## config.mk

```make
export PLATFORM = sky130hd
export DESIGN_NAME = tnkiii_video_timing_gen
export DESIGN_NICKNAME = d
export VERILOG_FILES = /design/src/rtl/tnkiii_video_pkg.sv /design/src/rtl/tnkiii_pix_cen_div.sv /design/src/rtl/tnkiii_video_timing_gen.sv
export SDC_FILE = /design/constraint.sdc
export NUM_CORES = 1
export LEC_CHECK = 0
export ABC_AREA = 1
export ABC_CLOCK_PERIOD_IN_PS = 1900
export BUFFER_PORTS_ARGS = -buffer_cell sky130_fd_sc_hd__buf_2
export CAP_MARGIN = 20
export CORE_MARGIN = 2
export CORE_UTILIZATION = 56
export DETAILED_ROUTE_END_ITERATION = 10
export PLACE_DENSITY = 0.89
export SYNTH_ARGS = -nofsm -noshare
export SYNTH_HDL_FRONTEND = slang
export SYNTH_HIERARCHICAL = 1
export SYNTH_SLANG_ARGS = --single-unit
```

## constraint.sdc

```tcl
create_clock -name clk -period 1.9 [get_ports clk]
set_input_delay 0.19 -clock clk [delete_from_list [all_inputs] [get_ports clk]]
set_output_delay 0.19 -clock clk [all_outputs]
set_load 0.02 [all_outputs]
```

## src/rtl/tnkiii_video_pkg.sv

```systemverilog
// rtl/tnkiii_video_pkg.sv - Timing defaults, counter types and window helpers for the TNK III video timing generator
package tnkiii_video_pkg;

  localparam int DEF_CLK_DIV      = 4;
  localparam int DEF_H_TOTAL      = 384;
  localparam int DEF_H_ACT_START  = 48;
  localparam int DEF_H_ACT_END    = 336;
  localparam int DEF_H_SYNC_START = 352;
  localparam int DEF_H_SYNC_END   = 384;
  localparam int DEF_V_TOTAL      = 264;
  localparam int DEF_V_ACT_START  = 16;
  localparam int DEF_V_ACT_END    = 232;
  localparam int DEF_V_SYNC_START = 240;
  localparam int DEF_V_SYNC_END   = 248;

  localparam int CNT_W = 9;

  typedef logic [CNT_W-1:0] hv_cnt_t;
  // One spare bit so an end bound can equal a full 512-count total
  typedef logic [CNT_W:0]   hv_bound_t;

  typedef struct packed {
    hv_bound_t h_act_start;
    hv_bound_t h_act_end;
    hv_bound_t h_sync_start;
    hv_bound_t h_sync_end;
    hv_bound_t v_act_start;
    hv_bound_t v_act_end;
    hv_bound_t v_sync_start;
    hv_bound_t v_sync_end;
  } timing_cfg_t;

  // Half-open window [lo, hi); lo > hi means the window wraps through zero
  function automatic logic in_window(hv_cnt_t cnt, hv_bound_t lo, hv_bound_t hi);
    hv_bound_t c;
    c = {1'b0, cnt};
    if (lo <= hi) return (c >= lo) && (c < hi);
    return (c >= lo) || (c < hi);
  endfunction

  function automatic hv_bound_t adj_bound(int base, logic [3:0] adj, int total);
    int s;
    s = base + int'($signed(adj));
    if (s < 0) s = s + total;
    else if (s >= total) s = s - total;
    return hv_bound_t'(s);
  endfunction

endpackage

```

## src/rtl/tnkiii_pix_cen_div.sv

```systemverilog
// rtl/tnkiii_pix_cen_div.sv - System-clock divider producing the ck1 / ck1n pixel strobes
module tnkiii_pix_cen_div #(
  parameter int CLK_DIV = 4
) (
  input  logic clk,
  input  logic rst,
  output logic ck1_stb,
  output logic ck1n_stb
);

  localparam int W = $clog2(CLK_DIV);

  logic [W-1:0] div_cnt_q, div_cnt_d;

  always_comb begin
    div_cnt_d = div_cnt_q + W'(1);
    if (div_cnt_q == W'(CLK_DIV - 1)) div_cnt_d = '0;
  end

  always_ff @(posedge clk) begin
    if (rst) div_cnt_q <= '0;
    else     div_cnt_q <= div_cnt_d;
  end

  // Strobes mark the last divider count of each phase; the top registers them
  assign ck1_stb  = (div_cnt_q == W'(CLK_DIV - 1));
  assign ck1n_stb = (div_cnt_q == W'(CLK_DIV / 2 - 1));

endmodule

```

## src/rtl/tnkiii_video_timing_gen.sv

```systemverilog
// rtl/tnkiii_video_timing_gen.sv - Pixel enables, H/V counters and registered sync/blank decodes; TNKIII_TIMING_ADJ_EN adds H_ADJ/V_ADJ sync trim
module tnkiii_video_timing_gen
  import tnkiii_video_pkg::*;
#(
  parameter int CLK_DIV      = DEF_CLK_DIV,
  parameter int H_TOTAL      = DEF_H_TOTAL,
  parameter int H_ACT_START  = DEF_H_ACT_START,
  parameter int H_ACT_END    = DEF_H_ACT_END,
  parameter int H_SYNC_START = DEF_H_SYNC_START,
  parameter int H_SYNC_END   = DEF_H_SYNC_END,
  parameter int V_TOTAL      = DEF_V_TOTAL,
  parameter int V_ACT_START  = DEF_V_ACT_START,
  parameter int V_ACT_END    = DEF_V_ACT_END,
  parameter int V_SYNC_START = DEF_V_SYNC_START,
  parameter int V_SYNC_END   = DEF_V_SYNC_END
) (
  input  logic       clk,
  input  logic       rst,
`ifdef TNKIII_TIMING_ADJ_EN
  input  logic [3:0] H_ADJ,
  input  logic [3:0] V_ADJ,
`endif
  output logic       CK1,
  output logic       CK1n,
  output logic [8:0] HCNT,
  output logic [8:0] VCNT,
  output logic       H1,
  output logic       HD8,
  output logic       DISP,
  output logic       HBLANK,
  output logic       VBLANK,
  output logic       HSYNC_n,
  output logic       VSYNC_n,
  output logic       VBL_IRQ
);

  if (H_TOTAL > 512 || V_TOTAL > 512) begin : g_bad_total
    $fatal(1, "tnkiii_video_timing_gen: H_TOTAL and V_TOTAL must not exceed 512");
  end
  if (CLK_DIV < 2 || (CLK_DIV % 2) != 0) begin : g_bad_div
    $fatal(1, "tnkiii_video_timing_gen: CLK_DIV must be even and at least 2");
  end

  localparam timing_cfg_t CFG = '{
    h_act_start:  hv_bound_t'(H_ACT_START),
    h_act_end:    hv_bound_t'(H_ACT_END),
    h_sync_start: hv_bound_t'(H_SYNC_START),
    h_sync_end:   hv_bound_t'(H_SYNC_END),
    v_act_start:  hv_bound_t'(V_ACT_START),
    v_act_end:    hv_bound_t'(V_ACT_END),
    v_sync_start: hv_bound_t'(V_SYNC_START),
    v_sync_end:   hv_bound_t'(V_SYNC_END)
  };

  logic      ck1_stb, ck1n_stb;
  logic      ck1_q, ck1_d, ck1n_q, ck1n_d;
  hv_cnt_t   hcnt_q, hcnt_d, vcnt_q, vcnt_d;
  logic      disp_q, disp_d, hblank_q, hblank_d, vblank_q, vblank_d;
  logic      hsync_n_q, hsync_n_d, vsync_n_q, vsync_n_d;
  logic      vbl_irq_q, vbl_irq_d;
  hv_bound_t h_sync_lo, h_sync_hi, v_sync_lo, v_sync_hi;

  tnkiii_pix_cen_div #(.CLK_DIV(CLK_DIV)) u_div (
    .clk      (clk),
    .rst      (rst),
    .ck1_stb  (ck1_stb),
    .ck1n_stb (ck1n_stb)
  );

  always_comb begin
    ck1_d     = ck1_stb;
    ck1n_d    = ck1n_stb;
    hcnt_d    = hcnt_q;
    vcnt_d    = vcnt_q;
    vbl_irq_d = 1'b0;
    if (ck1_stb) begin
      if (hcnt_q == hv_cnt_t'(H_TOTAL - 1)) begin
        hcnt_d = '0;
        vcnt_d = (vcnt_q == hv_cnt_t'(V_TOTAL - 1)) ? '0 : vcnt_q + 9'd1;
      end else begin
        hcnt_d = hcnt_q + 9'd1;
      end
      vbl_irq_d = (hcnt_d == '0) && ({1'b0, vcnt_d} == CFG.v_act_end);
    end
  end

`ifdef TNKIII_TIMING_ADJ_EN
  logic [3:0] h_adj_q, h_adj_d, v_adj_q, v_adj_d;

  // Trim is taken only as the frame wraps so a frame never sees two sync positions
  always_comb begin
    h_adj_d = h_adj_q;
    v_adj_d = v_adj_q;
    if (ck1_stb && hcnt_d == '0 && vcnt_d == '0) begin
      h_adj_d = H_ADJ;
      v_adj_d = V_ADJ;
    end
    h_sync_lo = adj_bound(H_SYNC_START, h_adj_d, H_TOTAL);
    h_sync_hi = adj_bound(H_SYNC_END,   h_adj_d, H_TOTAL);
    v_sync_lo = adj_bound(V_SYNC_START, v_adj_d, V_TOTAL);
    v_sync_hi = adj_bound(V_SYNC_END,   v_adj_d, V_TOTAL);
  end

  always_ff @(posedge clk) begin
    if (rst) begin
      h_adj_q <= '0;
      v_adj_q <= '0;
    end else begin
      h_adj_q <= h_adj_d;
      v_adj_q <= v_adj_d;
    end
  end
`else
  assign h_sync_lo = CFG.h_sync_start;
  assign h_sync_hi = CFG.h_sync_end;
  assign v_sync_lo = CFG.v_sync_start;
  assign v_sync_hi = CFG.v_sync_end;
`endif

  // Decode the next counter values so flags land in the same cycle as HCNT/VCNT
  always_comb begin
    hblank_d  = !in_window(hcnt_d, CFG.h_act_start, CFG.h_act_end);
    vblank_d  = !in_window(vcnt_d, CFG.v_act_start, CFG.v_act_end);
    disp_d    = !hblank_d && !vblank_d;
    hsync_n_d = !in_window(hcnt_d, h_sync_lo, h_sync_hi);
    vsync_n_d = !in_window(vcnt_d, v_sync_lo, v_sync_hi);
  end

  always_ff @(posedge clk) begin
    if (rst) begin
      ck1_q     <= 1'b0;
      ck1n_q    <= 1'b0;
      hcnt_q    <= '0;
      vcnt_q    <= '0;
      disp_q    <= 1'b0;
      hblank_q  <= 1'b1;
      vblank_q  <= 1'b1;
      hsync_n_q <= 1'b1;
      vsync_n_q <= 1'b1;
      vbl_irq_q <= 1'b0;
    end else begin
      ck1_q     <= ck1_d;
      ck1n_q    <= ck1n_d;
      hcnt_q    <= hcnt_d;
      vcnt_q    <= vcnt_d;
      disp_q    <= disp_d;
      hblank_q  <= hblank_d;
      vblank_q  <= vblank_d;
      hsync_n_q <= hsync_n_d;
      vsync_n_q <= vsync_n_d;
      vbl_irq_q <= vbl_irq_d;
    end
  end

  assign CK1     = ck1_q;
  assign CK1n    = ck1n_q;
  assign HCNT    = hcnt_q;
  assign VCNT    = vcnt_q;
  assign H1      = hcnt_q[0];
  assign HD8     = hcnt_q[3];
  assign DISP    = disp_q;
  assign HBLANK  = hblank_q;
  assign VBLANK  = vblank_q;
  assign HSYNC_n = hsync_n_q;
  assign VSYNC_n = vsync_n_q;
  assign VBL_IRQ = vbl_irq_q;

endmodule

```

==> run summary <==
diode count - 0
Worst Path Required - 2.20 ns
r2r setup slk - 0.07 ns
post-synthesis sequential area ratio - 30.0%
port buffer count - 29
Hold/Removal Path Class - input port to flip-flop
Worst Tran Pin Value - 0.424 ns
Cell Count, Final, Fillers Out - 362
fmax - 0.547 GHz
final critical-path required period - 1.83 ns
Congestion Overflow GR - 0
clk sinks - 28
P per Cell Area - 601 nW/um^2
fin area - 2170 um^2
FF-to-FF End - DISP
CP Capture Type - flip-flop
Yosys warnings - 6
Initial DRT Pass Iterations - 4
arrival time worst endpoint - 2.12 ns
final setup fails - 0
status - finished clean
Fin. Hold Viols - 0
htree depth - 1
Routed Antenna Nets - 0
Setup CP Type - flip-flop to flip-flop
clock slew at reported path FFs - 0.15 ns
Vias/cell - 5.32
CP peak stage delay - 0.36 ns
most frequent CP cell - nand3_1
synthesized instance count - 280
Netlist cell types - 35
Max FO, Critical Path - 4
Critical Path Start - HCNT[0]
DR DRC count - 0
Pins Over Slew Limit - 0
placed inst area - 2050 um^2
final WL - 4430 um
Initial Utilization - 60.2%
critical path startpoint category - flip-flop
peak supply drop - 0.000388 V
Mapped Avg Cell Area - 6.67 um^2
TritonCTS clock tree - done
Final period util - 96.2%
DR vias - 1925
Syn Nets - 287
Num CTS Buffers - 3
die height - 61.7 um
R2R Path Start - HCNT[0]
vias in the first global route - 1627
Die ar. - 3810 um^2
IO Pins - 30
antenna violations before repair - 0
Wirelength per Cell - 12.2 um
Worst-Skew Late Latency - 0.34 ns
pin count of the biggest net entering global routing - 24
Iteration-0 DRC Markers - 109
half-perimeter wire length after placement - 3200 um
first-pass GRT wire length - 6830 um
Yosys reg bits - 28
Syn-to-layout area delta - 16.0%
Cell Chain, Critical Path - ha_1, nand2_2, nor2_4, buf_4, xnor2_1, o21ai_1, nand3_1, nand3_1, nand3_2, nor2_2
top post-synthesis cells by area - dfxtp_1, nand2_1, nor2_1, nand3_1, nand2_2
Slew HR - 71.7%
Core ar. - 3100 um^2
total of max-cap violations - 0
most common cell after layout, fill and taps aside - nand2_1
Max Buffers Root-to-Sink - 2
placed insts - 351
beginning of the worst hold path - rst
Root Buffer - clkbuf_4
Cell Area, Synth - 1870 um^2
Pleak - 1.04 nW
Final Wtd Congestion - 0.888
share of cells above drive strength 1 - 29.6%
Synth area leader - dfxtp_1
DIE WIDTH - 61.7 um
clock skew - 0.00175 ns
FP Rows - 20
crit path capture - DISP
# hold bufs at CTS - 0
crit path max-delay cell type - dfxtp_1
Final Total Pwr - 0.00130 W
area fraction of the dominant cell type after synthesis - 30.0%
Total GRT Usage - 24.1%
most frequent cells in the layout - nand2_1, nor2_1, buf_2
reg2reg path depth - 10
NumNets Final - 326
## how the worst min path moves through the flow
stage,to,slack (ns),cells past startpoint
after floorplan,u_div/div_cnt_q[1],0.36,3
after global placement,u_div/div_cnt_q[0],0.43,1
after detailed placement,u_div/div_cnt_q[0],0.46,1
after CTS,VCNT[8],0.22,2
after global routing,VCNT[8],0.25,2
final,CK1n,0.24,2
## sequential cells by signal, summed over array words and instances (netlist names)
name	cells
VBL_IRQ	1
VBLANK	1
CK1	1
CK1n	1
VSYNC_n	1
DISP	1
u_div/div_cnt_q	2
VCNT	9
HSYNC_n	1
HCNT	9
HBLANK	1
## cells by family after synthesis
logic type      synth area share (%)
flops                           30.0
xor+xnor                        1.41
compound gates                  5.63
fa+ha+maj                       3.35
buf+inv                         10.3
simple gates                    49.3
## through the flow
step           hold slack, ns  setup TNS (ns)  worst slack, ns  util (%)
2_1_floorplan           0.357               0           0.0560         -
3_3_place_gp            0.434               0            0.154      66.1
3_5_place_dp            0.457               0           0.0914      66.1
4_1_cts                 0.217               0           0.0743      67.8
5_1_grt                 0.246         -0.0785          -0.0453      69.8
6_report                0.236               0           0.0729      69.8
## report_power, final
group / switching, W / internal, W / leakage, nW
Clock: 0.000181 / 0.000214 / 0.0279
Sequential: 0.0000257 / 0.000617 / 0.228
Combinational: 0.000174 / 0.0000901 / 0.785
Total: 0.000381 / 0.000921 / 1.04
## synthesized netlist by cell type (all sizes together)
cell / number
a21boi: 1
nor2: 42
a211oi: 3
buf: 8
nand4: 7
or2: 1
nor3b: 1
o31ai: 1
inv: 26
clkbuf: 3
a21oi: 7
dfxtp: 28
nor3: 2
o21ai: 5
ha: 5
xnor2: 1
nand3: 34
nand2: 101
xor2: 2
clkinv: 2
## critical path: cells and delay by family (launching register included)
kind | cells | cell delay [ns]
compound gates | 1 | 0.28
buf+inv | 1 | 0.14
simple gates | 6 | 0.73
flops | 1 | 0.36
xor+xnor | 1 | 0.08
fa+ha+maj | 1 | 0.19
## metal layers
| layer | share of wire, % | global-route usage [%] | routed length, um |
|---|---|---|---|
| met3 | 5.8 | 2.48 | 256 |
| met5 | 0 | 0 | 0 |
| met4 | 2.0 | 8.21 | 90 |
| met2 | 50 | 43.9 | 2210 |
| met1 | 42 | 29.5 | 1870 |
## what timing repair did
action	4_1_cts	5_1_grt
setup endpoints to repair	0	2
resized for setup	0	3
buffers inserted	0	6
## final cells by class
type | instances | area (um^2)
timing repair buffer | 44 | 258
clock inverter | 1 | 30.0
multi-input combinational | 214 | 1130
clock buffer | 3 | 22.5
sequential | 28 | 562
tap | 44 | 55.1
fill | 282 | 937
inverter | 28 | 113
No activity file was read; power rests on OpenSTA's default activity.
